File: src/rtl/ula_controller_pkg.sv
// rtl/ula_controller_pkg.sv - shared types and constants for the ULA controller
//
// Holds the controller state enum, the bit offsets of each field inside the
// 36-bit instruction word, and the default matrix geometry (N x N, DW bits).
package ula_controller_pkg;

    localparam int N_DEF   = 5;
    localparam int DW_DEF  = 8;

    localparam int INSTR_W = 36;
    localparam int OPC_LSB = 0;   // [3:0]   opcode
    localparam int ESC_LSB = 4;   // [11:4]  escalar
    localparam int BA_LSB  = 12;  // [19:12] base_a
    localparam int BB_LSB  = 20;  // [27:20] base_b
    localparam int BR_LSB  = 28;  // [35:28] base_r

    typedef enum logic [2:0] {
        IDLE   = 3'd0,
        LOAD   = 3'd1,
        EXEC   = 3'd2,
        WAIT   = 3'd3,
        STORE  = 3'd4,
        FINISH = 3'd5
    } state_t;

endpackage

File: src/rtl/ula_controller_row_packer.sv
// rtl/ula_controller_row_packer.sv - N x N matrix register with row-wise or whole-matrix load
//
// Ports:
//   clk, rst_n   clock, asynchronous active-low reset (clears the matrix)
//   row_we_i     write row_data_i into row row_idx_i
//   row_idx_i    row index, row r occupies bits [r*N*DW +: N*DW]
//   row_data_i   one row, element j at [j*DW +: DW]
//   mat_we_i     load the whole matrix from mat_data_i (wins over row_we_i)
//   mat_data_i   full matrix input
//   mat_o        registered matrix
module ula_row_packer #(
    parameter int N    = 5,
    parameter int DW   = 8,
    parameter int IDXW = 3
) (
    input  logic                clk,
    input  logic                rst_n,
    input  logic                row_we_i,
    input  logic [IDXW-1:0]     row_idx_i,
    input  logic [N*DW-1:0]     row_data_i,
    input  logic                mat_we_i,
    input  logic [N*N*DW-1:0]   mat_data_i,
    output logic [N*N*DW-1:0]   mat_o
);

    localparam int RW = N * DW;

    logic [N*N*DW-1:0] mat_q;

    always_ff @(posedge clk or negedge rst_n) begin
        if (!rst_n) begin
            mat_q <= '0;
        end else if (mat_we_i) begin
            mat_q <= mat_data_i;
        end else if (row_we_i) begin
            for (int r = 0; r < N; r++) begin
                if (row_idx_i == IDXW'(r)) begin
                    mat_q[r*RW +: RW] <= row_data_i;
                end
            end
        end
    end

    assign mat_o = mat_q;

endmodule

File: src/rtl/ula_controller.sv
// rtl/ula_controller.sv - sequences row loads, a ULA operation and row stores for one instruction
//
// Ports:
//   clk, rst_n                 clock, asynchronous active-low reset
//   instr_valid/instr_ready    instruction handshake, instr = {base_r, base_b, base_a, escalar, opcode}
//   mem_addr/mem_rd/mem_wr     row memory address and strobes (read data valid one cycle after mem_rd)
//   mem_rdata/mem_wdata        one row (N*DW bits)
//   ula_opcode/ula_escalar     operation controls, passed through undecoded
//   ula_start/ula_done         start held until done is sampled
//   ula_matrizA/B              operand matrices, ula_matriz_resultante result matrix
//   busy/op_done/op_err        status; op_done and op_err are single-cycle pulses
module ula_controller
    import ula_controller_pkg::*;
#(
    parameter int N       = N_DEF,
    parameter int DW      = DW_DEF,
    parameter int TIMEOUT = 255
) (
    input  logic                 clk,
    input  logic                 rst_n,
    input  logic                 instr_valid,
    output logic                 instr_ready,
    input  logic [INSTR_W-1:0]   instr,
    output logic [7:0]           mem_addr,
    output logic                 mem_rd,
    output logic                 mem_wr,
    input  logic [N*DW-1:0]      mem_rdata,
    output logic [N*DW-1:0]      mem_wdata,
    output logic [3:0]           ula_opcode,
    output logic [7:0]           ula_escalar,
    output logic                 ula_start,
    output logic [N*N*DW-1:0]    ula_matrizA,
    output logic [N*N*DW-1:0]    ula_matrizB,
    input  logic [N*N*DW-1:0]    ula_matriz_resultante,
    input  logic                 ula_done,
    output logic                 busy,
    output logic                 op_done,
    output logic                 op_err
);

    localparam int RW   = N * DW;
    localparam int IDXW = (N > 1) ? $clog2(N) : 1;
    localparam int CW   = $clog2(2 * N + 1);
    localparam int TW   = (TIMEOUT > 1) ? $clog2(TIMEOUT + 1) : 1;

    state_t          state_q;
    logic [3:0]      opcode_q;
    logic [7:0]      escalar_q;
    logic [7:0]      base_a_q;
    logic [7:0]      base_b_q;
    logic [7:0]      base_r_q;
    logic [7:0]      mem_addr_q;
    logic            mem_rd_q;
    logic            mem_wr_q;
    logic            ula_start_q;
    logic            op_done_q;
    logic            op_err_q;
    logic [CW-1:0]   rd_cnt_q;    // reads issued so far
    logic [CW-1:0]   cap_cnt_q;   // rows captured so far
    logic            rd_vld_q;    // mem_rdata carries a row this cycle
    logic [IDXW-1:0] st_idx_q;
    logic [TW-1:0]   tmr_q;

    logic [7:0]      rd_addr_d;
    logic            a_we_d;
    logic            b_we_d;
    logic            r_we_d;
    logic [IDXW-1:0] a_idx_d;
    logic [IDXW-1:0] b_idx_d;
    logic [N*N*DW-1:0] res_mat;

    // Reads 0..N-1 come from base_a, N..2N-1 from base_b; 8-bit add wraps.
    always_comb begin
        rd_addr_d = 8'd0;
        if (rd_cnt_q < CW'(N)) begin
            rd_addr_d = base_a_q + 8'(rd_cnt_q);
        end else begin
            rd_addr_d = base_b_q + 8'(rd_cnt_q - CW'(N));
        end
    end

    always_comb begin
        a_we_d  = (state_q == LOAD) && rd_vld_q && (cap_cnt_q < CW'(N));
        b_we_d  = (state_q == LOAD) && rd_vld_q && (cap_cnt_q >= CW'(N));
        a_idx_d = IDXW'(cap_cnt_q);
        b_idx_d = IDXW'(cap_cnt_q - CW'(N));
        r_we_d  = (state_q == EXEC) && ula_done;
    end

    ula_row_packer #(.N(N), .DW(DW), .IDXW(IDXW)) u_pack_a (
        .clk        (clk),
        .rst_n      (rst_n),
        .row_we_i   (a_we_d),
        .row_idx_i  (a_idx_d),
        .row_data_i (mem_rdata),
        .mat_we_i   (1'b0),
        .mat_data_i ('0),
        .mat_o      (ula_matrizA)
    );

    ula_row_packer #(.N(N), .DW(DW), .IDXW(IDXW)) u_pack_b (
        .clk        (clk),
        .rst_n      (rst_n),
        .row_we_i   (b_we_d),
        .row_idx_i  (b_idx_d),
        .row_data_i (mem_rdata),
        .mat_we_i   (1'b0),
        .mat_data_i ('0),
        .mat_o      (ula_matrizB)
    );

    // Result is captured whole in the cycle ula_done is sampled.
    ula_row_packer #(.N(N), .DW(DW), .IDXW(IDXW)) u_pack_r (
        .clk        (clk),
        .rst_n      (rst_n),
        .row_we_i   (1'b0),
        .row_idx_i  ('0),
        .row_data_i ('0),
        .mat_we_i   (r_we_d),
        .mat_data_i (ula_matriz_resultante),
        .mat_o      (res_mat)
    );

    // Row of the captured result selected by the store index.
    always_comb begin
        mem_wdata = '0;
        for (int r = 0; r < N; r++) begin
            if (st_idx_q == IDXW'(r)) begin
                mem_wdata = res_mat[r*RW +: RW];
            end
        end
    end

    always_ff @(posedge clk or negedge rst_n) begin
        if (!rst_n) begin
            state_q     <= IDLE;
            opcode_q    <= '0;
            escalar_q   <= '0;
            base_a_q    <= '0;
            base_b_q    <= '0;
            base_r_q    <= '0;
            mem_addr_q  <= '0;
            mem_rd_q    <= 1'b0;
            mem_wr_q    <= 1'b0;
            ula_start_q <= 1'b0;
            op_done_q   <= 1'b0;
            op_err_q    <= 1'b0;
            rd_cnt_q    <= '0;
            cap_cnt_q   <= '0;
            rd_vld_q    <= 1'b0;
            st_idx_q    <= '0;
            tmr_q       <= '0;
        end else begin
            op_done_q <= 1'b0;
            op_err_q  <= 1'b0;
            case (state_q)
                IDLE: begin
                    if (instr_valid && instr_ready) begin
                        opcode_q   <= instr[OPC_LSB +: 4];
                        escalar_q  <= instr[ESC_LSB +: 8];
                        base_a_q   <= instr[BA_LSB +: 8];
                        base_b_q   <= instr[BB_LSB +: 8];
                        base_r_q   <= instr[BR_LSB +: 8];
                        // First read goes out in the cycle right after accept.
                        mem_rd_q   <= 1'b1;
                        mem_addr_q <= instr[BA_LSB +: 8];
                        rd_cnt_q   <= CW'(1);
                        cap_cnt_q  <= '0;
                        rd_vld_q   <= 1'b0;
                        state_q    <= LOAD;
                    end
                end
                LOAD: begin
                    rd_vld_q <= mem_rd_q;
                    if (rd_cnt_q < CW'(2 * N)) begin
                        mem_rd_q   <= 1'b1;
                        mem_addr_q <= rd_addr_d;
                        rd_cnt_q   <= rd_cnt_q + CW'(1);
                    end else begin
                        mem_rd_q <= 1'b0;
                    end
                    if (rd_vld_q) begin
                        cap_cnt_q <= cap_cnt_q + CW'(1);
                        if (cap_cnt_q == CW'(2 * N - 1)) begin
                            tmr_q <= '0;
                            // A done still high from the ULA must fall before start rises.
                            if (ula_done) begin
                                state_q <= WAIT;
                            end else begin
                                ula_start_q <= 1'b1;
                                state_q     <= EXEC;
                            end
                        end
                    end
                end
                WAIT: begin
                    if (!ula_done) begin
                        ula_start_q <= 1'b1;
                        tmr_q       <= '0;
                        state_q     <= EXEC;
                    end
                end
                EXEC: begin
                    if (ula_done) begin
                        ula_start_q <= 1'b0;
                        mem_wr_q    <= 1'b1;
                        mem_addr_q  <= base_r_q;
                        st_idx_q    <= '0;
                        state_q     <= STORE;
                    end else if (tmr_q == TW'(TIMEOUT - 1)) begin
                        ula_start_q <= 1'b0;
                        op_err_q    <= 1'b1;
                        state_q     <= FINISH;
                    end else begin
                        tmr_q <= tmr_q + TW'(1);
                    end
                end
                STORE: begin
                    if (st_idx_q == IDXW'(N - 1)) begin
                        mem_wr_q  <= 1'b0;
                        op_done_q <= 1'b1;
                        state_q   <= FINISH;
                    end else begin
                        st_idx_q   <= st_idx_q + IDXW'(1);
                        mem_addr_q <= base_r_q + 8'(st_idx_q) + 8'd1;
                    end
                end
                FINISH: begin
                    state_q <= IDLE;
                end
                default: begin
                    state_q <= IDLE;
                end
            endcase
        end
    end

    assign instr_ready = (state_q == IDLE) && !ula_done;
    assign busy        = !instr_ready;
    assign mem_addr    = mem_addr_q;
    assign mem_rd      = mem_rd_q;
    assign mem_wr      = mem_wr_q;
    assign ula_opcode  = opcode_q;
    assign ula_escalar = escalar_q;
    assign ula_start   = ula_start_q;
    assign op_done     = op_done_q;
    assign op_err      = op_err_q;

endmodule

File: config.mk
export PLATFORM = sky130hd
export DESIGN_NAME = ula_controller
export DESIGN_NICKNAME = d
export VERILOG_FILES = /design/src/rtl/ula_controller_pkg.sv /design/src/rtl/ula_controller_row_packer.sv /design/src/rtl/ula_controller.sv
export SDC_FILE = /design/constraint.sdc
export NUM_CORES = 1
export LEC_CHECK = 0
export ABC_AREA = 0
export CORE_AREA = 8 8 288 290
export CTS_BUF_LIST = sky130_fd_sc_hd__clkbuf_16
export CTS_CLUSTER_DIAMETER = 30
export DETAILED_ROUTE_END_ITERATION = 8
export DIE_AREA = 0 0 296 298
export GPL_TIMING_DRIVEN = 1
export SYNTH_ARGS = -nofsm -noshare
export SYNTH_HDL_FRONTEND = slang
export SYNTH_SLANG_ARGS = --single-unit
File: constraint.sdc
create_clock -name clk -period 2.8 [get_ports clk]
set_input_delay 0.42 -clock clk [delete_from_list [all_inputs] [get_ports clk]]
set_output_delay 0.42 -clock clk [all_outputs]
set_load 0.03 [all_outputs]
After elaboration in Yosys (flattened, before gate mapping)

Cells that the tools add are included.

Mux-type cells: 54
Add/sub/neg operators: 10
Equal/unequal tests: 29
Magnitude comparators: 4
Reduce and logical (&&, ||, !) cells: 36

Operators by type and width:

| operator                                           | count |
|---|---|
| 2-to-1 mux 40 bit                                  | 5 |
| 2-to-1 mux 8 bit                                   | 10 |
| one-hot mux 8 bit (4 select lines)                 | 1 |
| 2-to-1 mux 3 bit                                   | 9 |
| == test 3 x 2 -> 1 bit, second input constant      | 8 |
| one-hot mux 8 bit (3 select lines)                 | 1 |
| AND reduction 2 bit                                | 12 |
| adder 8 x 1 -> 8 bit, second input constant        | 2 |
| 2-to-1 mux 1 bit                                   | 16 |
| 2-to-1 mux 4 bit                                   | 4 |
| inequality test 2 bit, second input constant       | 8 |
| one-hot mux 4 bit (2 select lines)                 | 2 |
| one-hot mux 3 bit (5 select lines)                 | 1 |
| == test 3 x 1 -> 1 bit, second input constant      | 4 |
| == test 3 bit, second input constant               | 4 |
| logical NOT 3 bit                                  | 4 |
| AND reduction 3 bit                                | 4 |
| AND reduction 6 bit                                | 2 |
| adder 4 x 1 -> 4 bit, second input constant        | 2 |
| adder 8 x 3 -> 8 bit                               | 1 |
| adder 8 x 4 -> 8 bit                               | 1 |
| adder 8 bit                                        | 1 |
| == test 8 bit, second input constant               | 1 |
| < comparator 4 x 3 -> 1 bit, second input constant | 2 |
| 18 further kinds                                   | 28 |

Word-level logic and storage cells: 161
Bits in registers: 672
Output and inout bits: 467

Depth between registers and ports, before layout

Gate-level depths: netlist of run 1.

Depth in word-level cells: 6
Mapped depth: 11
Depth with buffers taken out: 11

Cells and area by module

Synthesis of run 1 repeated with hierarchy kept, for this count alone.

Cells, all modules: 3422
Area total of the unflattened synthesis: 33701.1 um2

By module, submodules not included:

| module         | sequential area each (um2) | area an instance (um2) | cells each | times used |
|---|---|---|---|---|
| ula_row_packer | 5004.8                     | 9232.6                 | 872        | 3 |
| ula_controller | 1801.7                     | 6003.3                 | 806        | 1 |

Least setup slack after synthesis of run 1

Ideal clock, no wire load.

Kind: flip-flop to output port
Start: reg st_idx_q[1]
End: out mem_wdata[10]
Buffers on the path: 1
Arrival: 2.395 ns
Path slack: -0.015 ns
Data required time: 2.380 ns
Stages on the path, launching flop included: 9
Path through: dfrtp_1 > inv_1 > ha_1 > nor3b_1 > clkbuf_1 > a22oi_1 > a211oi_1 > a21oi_1 > o21ai_0

Word-level cells in the longest chain between the ends: 6
Elaborated cells on any way between the ends: 10
Classes of those cells: eq/ne: 4; mux: 5; reduce/logical: 1

RTL lines:

| item                            | RTL line              | source |
|---|---|---|
| start: declaration              | ula_controller.sv:61  | `logic [IDXW-1:0] st_idx_q;` |
| start signal: assignment        | ula_controller.sv:224 | `st_idx_q <= st_idx_q + IDXW'(1);` |
| logical NOT 3 bit               | ula_controller.sv:128 | `if (st_idx_q == IDXW'(r)) begin` |
| 2-to-1 mux 40 bit (4 in series) | ula_controller.sv:128 |  |
| 2-to-1 mux 40 bit (*)           | ula_controller.sv:128 |  |
| end: declaration                | ula_controller.sv:28  | `output logic [N*DW-1:0] mem_wdata,` |

Every way passes the cells marked *; elsewhere a longest branch is shown, timed or not.

Final worst setup path of run 1

Start: reg st_idx_q[0]
End: out mem_wdata[38]

Same word-level chain as after synthesis.

==> results of run 1 <==
state kept, by name, indices dropped and copies added (netlist names), 3 cells and up:
| signal | flops |
|---|---|
| u_pack_a.mat_o | 200 |
| u_pack_b.mat_o | 200 |
| u_pack_r.mat_o | 200 |
| base_a_q | 8 |
| base_b_q | 8 |
| base_r_q | 8 |
| mem_addr | 8 |
| tmr_q | 8 |
| ula_escalar | 8 |
| cap_cnt_q | 4 |
| rd_cnt_q | 4 |
| ula_opcode | 4 |
| st_idx_q | 3 |
| state_q | 3 |
placed cells by master, fill, tap and decap left out, drive strengths merged, types with 9 or more instances in the layout:
cell type	n
a211oi	46
clkdlybuf4s50	703
xor2	12
buf	135
clkbuf	144
nand2	776
a21oi	62
and2	9
a22oi	40
bufinv	20
clkinv	64
ha	32
dfrtp	672
diode	14
nor3	16
nor2b	14
o21ai	79
nand3	20
mux2	402
inv	42
nor2	73
clkinvlp	12
metrics by stage:
stage / hold slack [ns] / area (um2) / TNS [ns]
4_1_cts: 0.185 / 42900 / -14.47
3_5_place_dp: 0.462 / 37400 / 0
2_1_floorplan: 0.124 / 28400 / 0
3_3_place_gp: 0.456 / 37400 / 0
6_report: 0.250 / 43000 / -14.27
5_1_grt: 0.209 / 43000 / -19.75
metal layers:
metal  global-route usage  up-vias
met2                0.403      884
met1                0.273    11500
met5                    0        -
met4                0.100        4
met3               0.0727      210
li1                     -    10200
cell type report:
cell class                 instances  share of cell area
clock buffer                     143              0.0832
multi-input combinational       1666               0.256
inverter                          22             0.00192
tap                             1050              0.0305
sequential                       672               0.391
antenna                           14            0.000815
clock inverter                   116              0.0299
timing repair buffer             841               0.206
power by group through the flow:
stage | combinational [mW] | clock, mW | sequential (mW)
floorplan | 9.05 | 0 | 20.4
CTS | 26.0 | 17.1 | 16.3
finish | 25.8 | 16.8 | 16.4
detailed placement | 24.5 | 0 | 16.4
global placement | 24.2 | 0 | 16.3
global route | 27.2 | 17.6 | 16.8
worst register-to-register path, cell delays in order (launching register included):
cell and delay, ns:
dfrtp_2 0.44, inv_1 0.08, ha_1 0.35, inv_1 0.06
ha_1 0.27, a21oi_1 0.23, o2111ai_1 0.21, a21o_1 0.22
a21oi_1 0.17, xnor2_1 0.09, a221o_1 0.28
cells by family after synthesis:
logic type,count (synthesis),synth area share
compound gates,267,0.0589
simple gates,940,0.133
fa+ha+maj,35,0.0162
buf+inv,173,0.0327
flops,672,0.593
xor+xnor,19,0.00587
mux,404,0.160
worst max-delay path by stage:
| stage | from | end | slack, ns | cells after the start |
|---|---|---|---|---|
| global placement | st_idx_q[1]$_DFFE_PN0P_ | mem_wdata[14] | 0.16 | 9 |
| finish | st_idx_q[0]$_DFFE_PN0P_ | mem_wdata[38] | -0.42 | 11 |
| detailed placement | st_idx_q[1]$_DFFE_PN0P_ | mem_wdata[18] | 0.12 | 9 |
| floorplan | ula_done | ula_escalar[2]$_DFFE_PN0P_ | 0.11 | 6 |
| global route | st_idx_q[1]$_DFFE_PN0P_ | mem_wdata[13] | -0.54 | 11 |
| CTS | st_idx_q[1]$_DFFE_PN0P_ | mem_wdata[9] | -0.39 | 12 |
timing repair:
action / in CTS / in global routing
hold buffers: 1 / 0
pin swaps: 73 / 28
gates resized for setup: 82 / 15
buffers inserted: 12 / 0
hold endpoints to repair: 53 / 0
cloned: 7 / 0
endpoints found under the setup margin: 42 / 43
==> results.py, run 1 <==
metrics = {
    "power": {
        "pwr-share-clk": 0.285,
        "sequentialPowerShare": 0.278,
        "power_density_nw_per_um2": 1370,
        "intPower_mw": 35.9,
        "totalPowerFinal_mw": 58.9,
        "power.leakage_nw": 19.7,
        "p_sw_mw": 23.0,
        "ir_drop_mv": 0.774,
        "combPwrFrac": 0.438,
        "swShare": 0.390,
    },
    "global_route": {
        "antenna_found_initial": 17,
        "grt_overflow": 0,
        "grt_pass1_wl_mm": 158,
        "first_global_vias": 23800,
        "grt_usage": 0.236,
        "grt_max_degree": 113,
    },
    "setup_path": {
        "crit_path_max_fanout": 5,
        "slowest_stage": "dfrtp_1",
        "cp.required_ns": 2.38,
        "crit_arrival_ns": 2.80,
        "cp-end-kind": "primary output",
        "cp_common_cell": "buf_16",
        "path_cells": "inv_2 -> ha_4 -> nor3b_4 -> buf_12 -> buf_16 -> buf_16 -> a22oi_2 -> a211oi_2 -> a21oi_1 -> o21ai_1 -> buf_4",
        "crit_path_max_incr_delay_ns": 0.43,
        "rr_startpoint": "rd_cnt_q[1]$_DFFE_PN0P_",
        "reg2reg_depth": 10,
        "timing.rr.end": "mem_addr[7]$_DFFE_PN0P_",
        "worstPathBufferInverterCount": 5,
        "r2r_slack_ns": 0.26,
        "critPathTopFamily": "buffers and inverters",
        "cp-start-kind": "flip-flop",
        "path_class": "reg -> out",
    },
    "sta": {
        "fmax_mhz": 310,
        "clock_skew_ns": 0.0418,
        "fin_crit_sh": 1.15,
        "slew_headroom": 0.490,
        "hold_viol": 0,
        "worstMarginPinSlew_ns": 0.765,
        "final.setup.worst_slack_ns": -0.424,
        "fin_crit_ns": 3.22,
        "slew_violations": 0,
        "rsz0062_at_grt": "yes",
        "setup_viol": 40,
    },
    "synth": {
        "synthMostInstantiatedCell": "nand2_1",
        "synth_common_cells": "nand2_1 (775), dfrtp_1 (672), mux2_2 (376)",
        "yosysTopAreaCellShare": 0.593,
        "synth_edf_count": 0,
        "yosysSeqAreaShare": 0.593,
        "syn_area_um2": 28400,
        "yosys.area.top_type": "dfrtp_1",
        "synth_fp_nets": 2825,
        "ys.flop_type": "dfrtp_1",
        "synth_area_leaders": "dfrtp_1 (59%), mux2_2 (15%), nand2_1 (10%), ha_1 (1.4%), o21ai_0 (1.4%)",
        "synth-seq-cells": 672,
        "syn_area_per_cell_um2": 11.3,
        "async_flop_share": 1.00,
        "synth_cell_types": 63,
        "yosys_warnings": 0,
        "synth_cells": 2510,
    },
    "clock_network": {
        "clock_latency_ns": 0.71,
        "numCtsBuffers": 142,
        "clockBufferDepth": 3,
        "clockRootBuffer": "clkbuf_16",
        "clk_pin_slew_ns": 0.05,
        "cts_max_level": 4,
        "clock-sinks": 672,
        "cts_tree": "done",
    },
    "floorplanning": {
        "coreArea_um2": 78400,
        "die_w_um": 296,
        "pin_count": 747,
        "row_count": 103,
        "start_util": 0.362,
        "dieArea_um2": 88200,
        "dieHeight_um": 298,
    },
    "detailed_routing": {
        "met2_length_mm": 52.8,
        "initialDrtViolationCount": 1364,
        "routedLengthMet1_mm": 40.8,
        "wire_per_inst_um": 23.7,
        "wl_mm": 107,
        "ant_nets": 0,
        "top_layer": "met5",
        "num_vias": 22800,
        "viasPerCell": 5.03,
        "drc": 0,
        "first_pass_iters": 6,
        "wl_met3_mm": 8.88,
    },
    "min_path": {
        "holdPathStages": 3,
        "hold_start": "ula_matriz_resultante[147]",
        "holdPathEnd": "u_pack_r.mat_o[147]$_DFFE_PN0P_",
        "hold_path_class": "in -> reg",
    },
    "placement": {
        "dp_hpwl_mm": 76.7,
        "gp_congestion": 0.914,
        "io_buffers": 746,
        "dpl_worst_slack_ns": 0.123,
        "dp.cells": 4231,
    },
    "flow_run": {
        "max_cap_violations": 0,
    },
    "outcome": {
        "violations": "negative setup slack",
        "status": "finished with violations",
    },
    "layout": {
        "layoutNonFillerInstCount": 4524,
        "nets": 3660,
        "multi_input_area_um2": 11000,
        "area_growth_pct": 51.6,
        "final_core_util": 0.549,
        "layout.area.seq_um2": 16800,
        "final_layout_size_suffix_gt1_frac": 0.239,
        "fillers": 6729,
    },
}
Note: power is estimated with default switching activity, not from simulation.
==> run 2: changes to the inputs <==
--- a/config.mk
+++ b/config.mk
@@ -6,11 +6,11 @@
 export NUM_CORES = 1
 export LEC_CHECK = 0
 export ABC_AREA = 0
-export CORE_AREA = 8 8 288 290
+export CORE_AREA = 8 8 282 284
 export CTS_BUF_LIST = sky130_fd_sc_hd__clkbuf_16
 export CTS_CLUSTER_DIAMETER = 30
 export DETAILED_ROUTE_END_ITERATION = 8
-export DIE_AREA = 0 0 296 298
+export DIE_AREA = 0 0 290 292
 export GPL_TIMING_DRIVEN = 1
 export SYNTH_ARGS = -nofsm -noshare
 export SYNTH_HDL_FRONTEND = slang
==> run 2 against run 1 <==
Compared with the run above: the flow still finishes with violations (negative setup slack); design area grew 1.6%; power grew 2.4%; setup slack gained 0.074 ns; critical path type unchanged; cell count shrank 1.1%; global-route usage grew 1.5 points; count of clock-buffer cells in the layout grew 6; first-iteration DRC count grew 5.7%; sequential share of layout area shrank 0.60 points; largest cell class unchanged; fmax grew 2.3%; clock power grew 5%; register-to-register slack lost 0.03 ns.
==> results.py, run 2 (same netlist as run 1, synthesis figures left out) <==
metrics = {
    "outcome": {
        "status": "finished with violations",
        "violations": "negative setup slack",
    },
    "flow_run": {
        "max_cap_violations": 0,
    },
    "sta": {
        "slew_violations": 0,
        "worstMarginPinSlew_ns": 0.704,
        "slew_headroom": 0.531,
        "final.setup.worst_slack_ns": -0.350,
        "hold_ws_ns": 0.204,
        "fmax_mhz": 317,
        "clock_skew_ns": 0.0553,
        "fin_crit_ns": 3.15,
        "fin_crit_sh": 1.13,
        "hold_viol": 0,
        "setup_viol": 40,
        "rsz0062_at_grt": "yes",
    },
    "global_route": {
        "grt_pass1_wl_mm": 163,
        "grt_max_degree": 122,
        "first_global_vias": 24300,
        "grt_overflow": 0,
        "grt_usage": 0.251,
        "antenna_found_initial": 12,
    },
    "clock_network": {
        "cts_tree": "done",
        "clock_latency_ns": 0.73,
        "clk_pin_slew_ns": 0.05,
        "clock-sinks": 672,
        "cts_max_level": 4,
        "clockBufferDepth": 3,
        "numCtsBuffers": 149,
        "clockRootBuffer": "clkbuf_16",
    },
    "layout": {
        "final_core_util": 0.581,
        "nets": 3680,
        "final_area_um2": 43700,
        "final_layout_size_suffix_gt1_frac": 0.253,
        "area_growth_pct": 54.0,
        "final_common_cell": "nand2_1",
        "final_cell_mix": "nand2_1 (773), clkdlybuf4s50_1 (703), dfrtp_1 (670), mux2_2 (376), clkbuf_16 (150)",
    },
    "detailed_routing": {
        "viasPerCell": 5.16,
        "num_vias": 23100,
        "ant_nets": 0,
        "wl_mm": 110,
        "wire_per_inst_um": 24.6,
        "initialDrtViolationCount": 1442,
        "drc": 0,
        "first_pass_iters": 5,
    },
    "setup_path": {
        "cp-start-kind": "flip-flop",
        "crit_path_max_incr_delay_ns": 0.44,
        "rr_startpoint": "rd_cnt_q[1]$_DFFE_PN0P_",
        "critPathTopFamily": "buffers and inverters",
        "reg2reg_depth": 10,
        "path_cells": "inv_2 -> ha_4 -> nor3b_4 -> buf_12 -> buf_12 -> buf_16 -> a22oi_1 -> a211oi_2 -> a21oi_1 -> o21ai_2 -> buf_12",
        "critical_path_depth": 11,
        "crit_path_max_fanout": 5,
        "crit_start": "st_idx_q[0]$_DFFE_PN0P_",
        "path_class": "reg -> out",
        "cp_common_cell": "buf_12",
        "cp.required_ns": 2.38,
        "worstPathBufferInverterCount": 5,
        "crit_arrival_ns": 2.73,
        "cp-end-kind": "primary output",
        "slowest_stage": "dfrtp_2",
    },
    "power": {
        "power_density_nw_per_um2": 1380,
        "totalPowerFinal_mw": 60.3,
        "power.leakage_nw": 20.1,
        "ir_drop_mv": 1.14,
    },
    "floorplanning": {
        "dieArea_um2": 84700,
        "pin_count": 747,
        "row_count": 101,
        "coreArea_um2": 75200,
        "start_util": 0.377,
        "die_w_um": 290,
        "dieHeight_um": 292,
    },
    "placement": {
        "dpl_worst_slack_ns": 0.0470,
        "io_buffers": 746,
        "gp_congestion": 0.900,
        "postPlaceCellArea_um2": 37300,
        "dp_hpwl_mm": 76.6,
    },
    "min_path": {
        "hold_path_class": "in -> async",
    },
}
-- run 2: cell types whose count changed in the layout (fill, tap and decap cells not counted), moves of 8 or more --
| cell | delta |
|---|---|
| a211oi_1 | -12 |
| a211oi_2 | +12 |
| clkinvlp_4 | +10 |
| diode_2 | -10 |
| buf_6 | +8 |
| clkinv_1 | -8 |
| inv_1 | +8 |
-- run 2: layout make-up --
type                            count  area, um2
Fill cell                        6057      31500
Inverter                           22       82.6
Clock buffer                      149       3730
Multi-Input combinational cell   1665      11100
Antenna cell                        4       10.0
Tap cell                          978       1220
Sequential cell                   672      16800
Timing Repair Buffer              855       9220
Clock inverter                    129       1480
-- run 2: per-stage QoR --
stage	instances	TNS, ns
2_1_floorplan	2510	0
3_3_place_gp	4160	0
3_5_place_dp	4160	0
4_1_cts	4461	-14.74
5_1_grt	4471	-16.52
6_report	4474	-11.90
-- run 2: what timing repair did --
item,in CTS,in global routing
hold endpoints to repair,29,0
resized for setup,82,48
setup buffers,10,6
setup endpoints to repair,42,41
hold buffers,1,0
pin swaps,63,28
gates cloned,12,3
-- run 2: path summary, 6_finish.rpt --
| check | endpoint | slack, ns |
|---|---|---|
| max | mem_wdata[35] | -0.35 |
| min | u_pack_a.mat_o[139]$_DFFE_PN0P_ | 0.20 |
| max reg2reg | mem_addr[7]$_DFFE_PN0P_ | 0.23 |
| min reg2reg | ula_opcode[3]$_DFFE_PN0P_ | 0.47 |
| max in group asynchronous | u_pack_r.mat_o[56]$_DFFE_PN0P_ | 1.48 |
| min in group clk | u_pack_r.mat_o[25]$_DFFE_PN0P_ | 0.22 |
-- run 2: worst reg2reg max path, stage by stage (launching register included) --
cell and delay (ns):
dfrtp_1 0.48, inv_1 0.11, ha_1 0.35, inv_1 0.06
ha_1 0.27, a21oi_1 0.21, o2111ai_1 0.21, a21o_1 0.22
a21oi_1 0.17, xnor2_1 0.09, a221o_1 0.29
-- run 2: report_power, final --
part           internal (mW)  switching, mW  total (mW)  leakage, nW
Sequential              13.7           2.65        16.4         8.52
Combinational           11.3           15.0        26.3         9.02
Clock                   11.6           6.01        17.6         2.53
-- run 2: routing by layer --
layer | vias to the layer above | share of wire | track usage
li1 | 10200 | - | -
met1 | 11700 | 0.39 | 0.294
met2 | 980 | 0.50 | 0.434
met3 | 200 | 0.075 | 0.0762
met4 | 12 | 0.034 | 0.0936
met5 | - | 0.00065 | 0
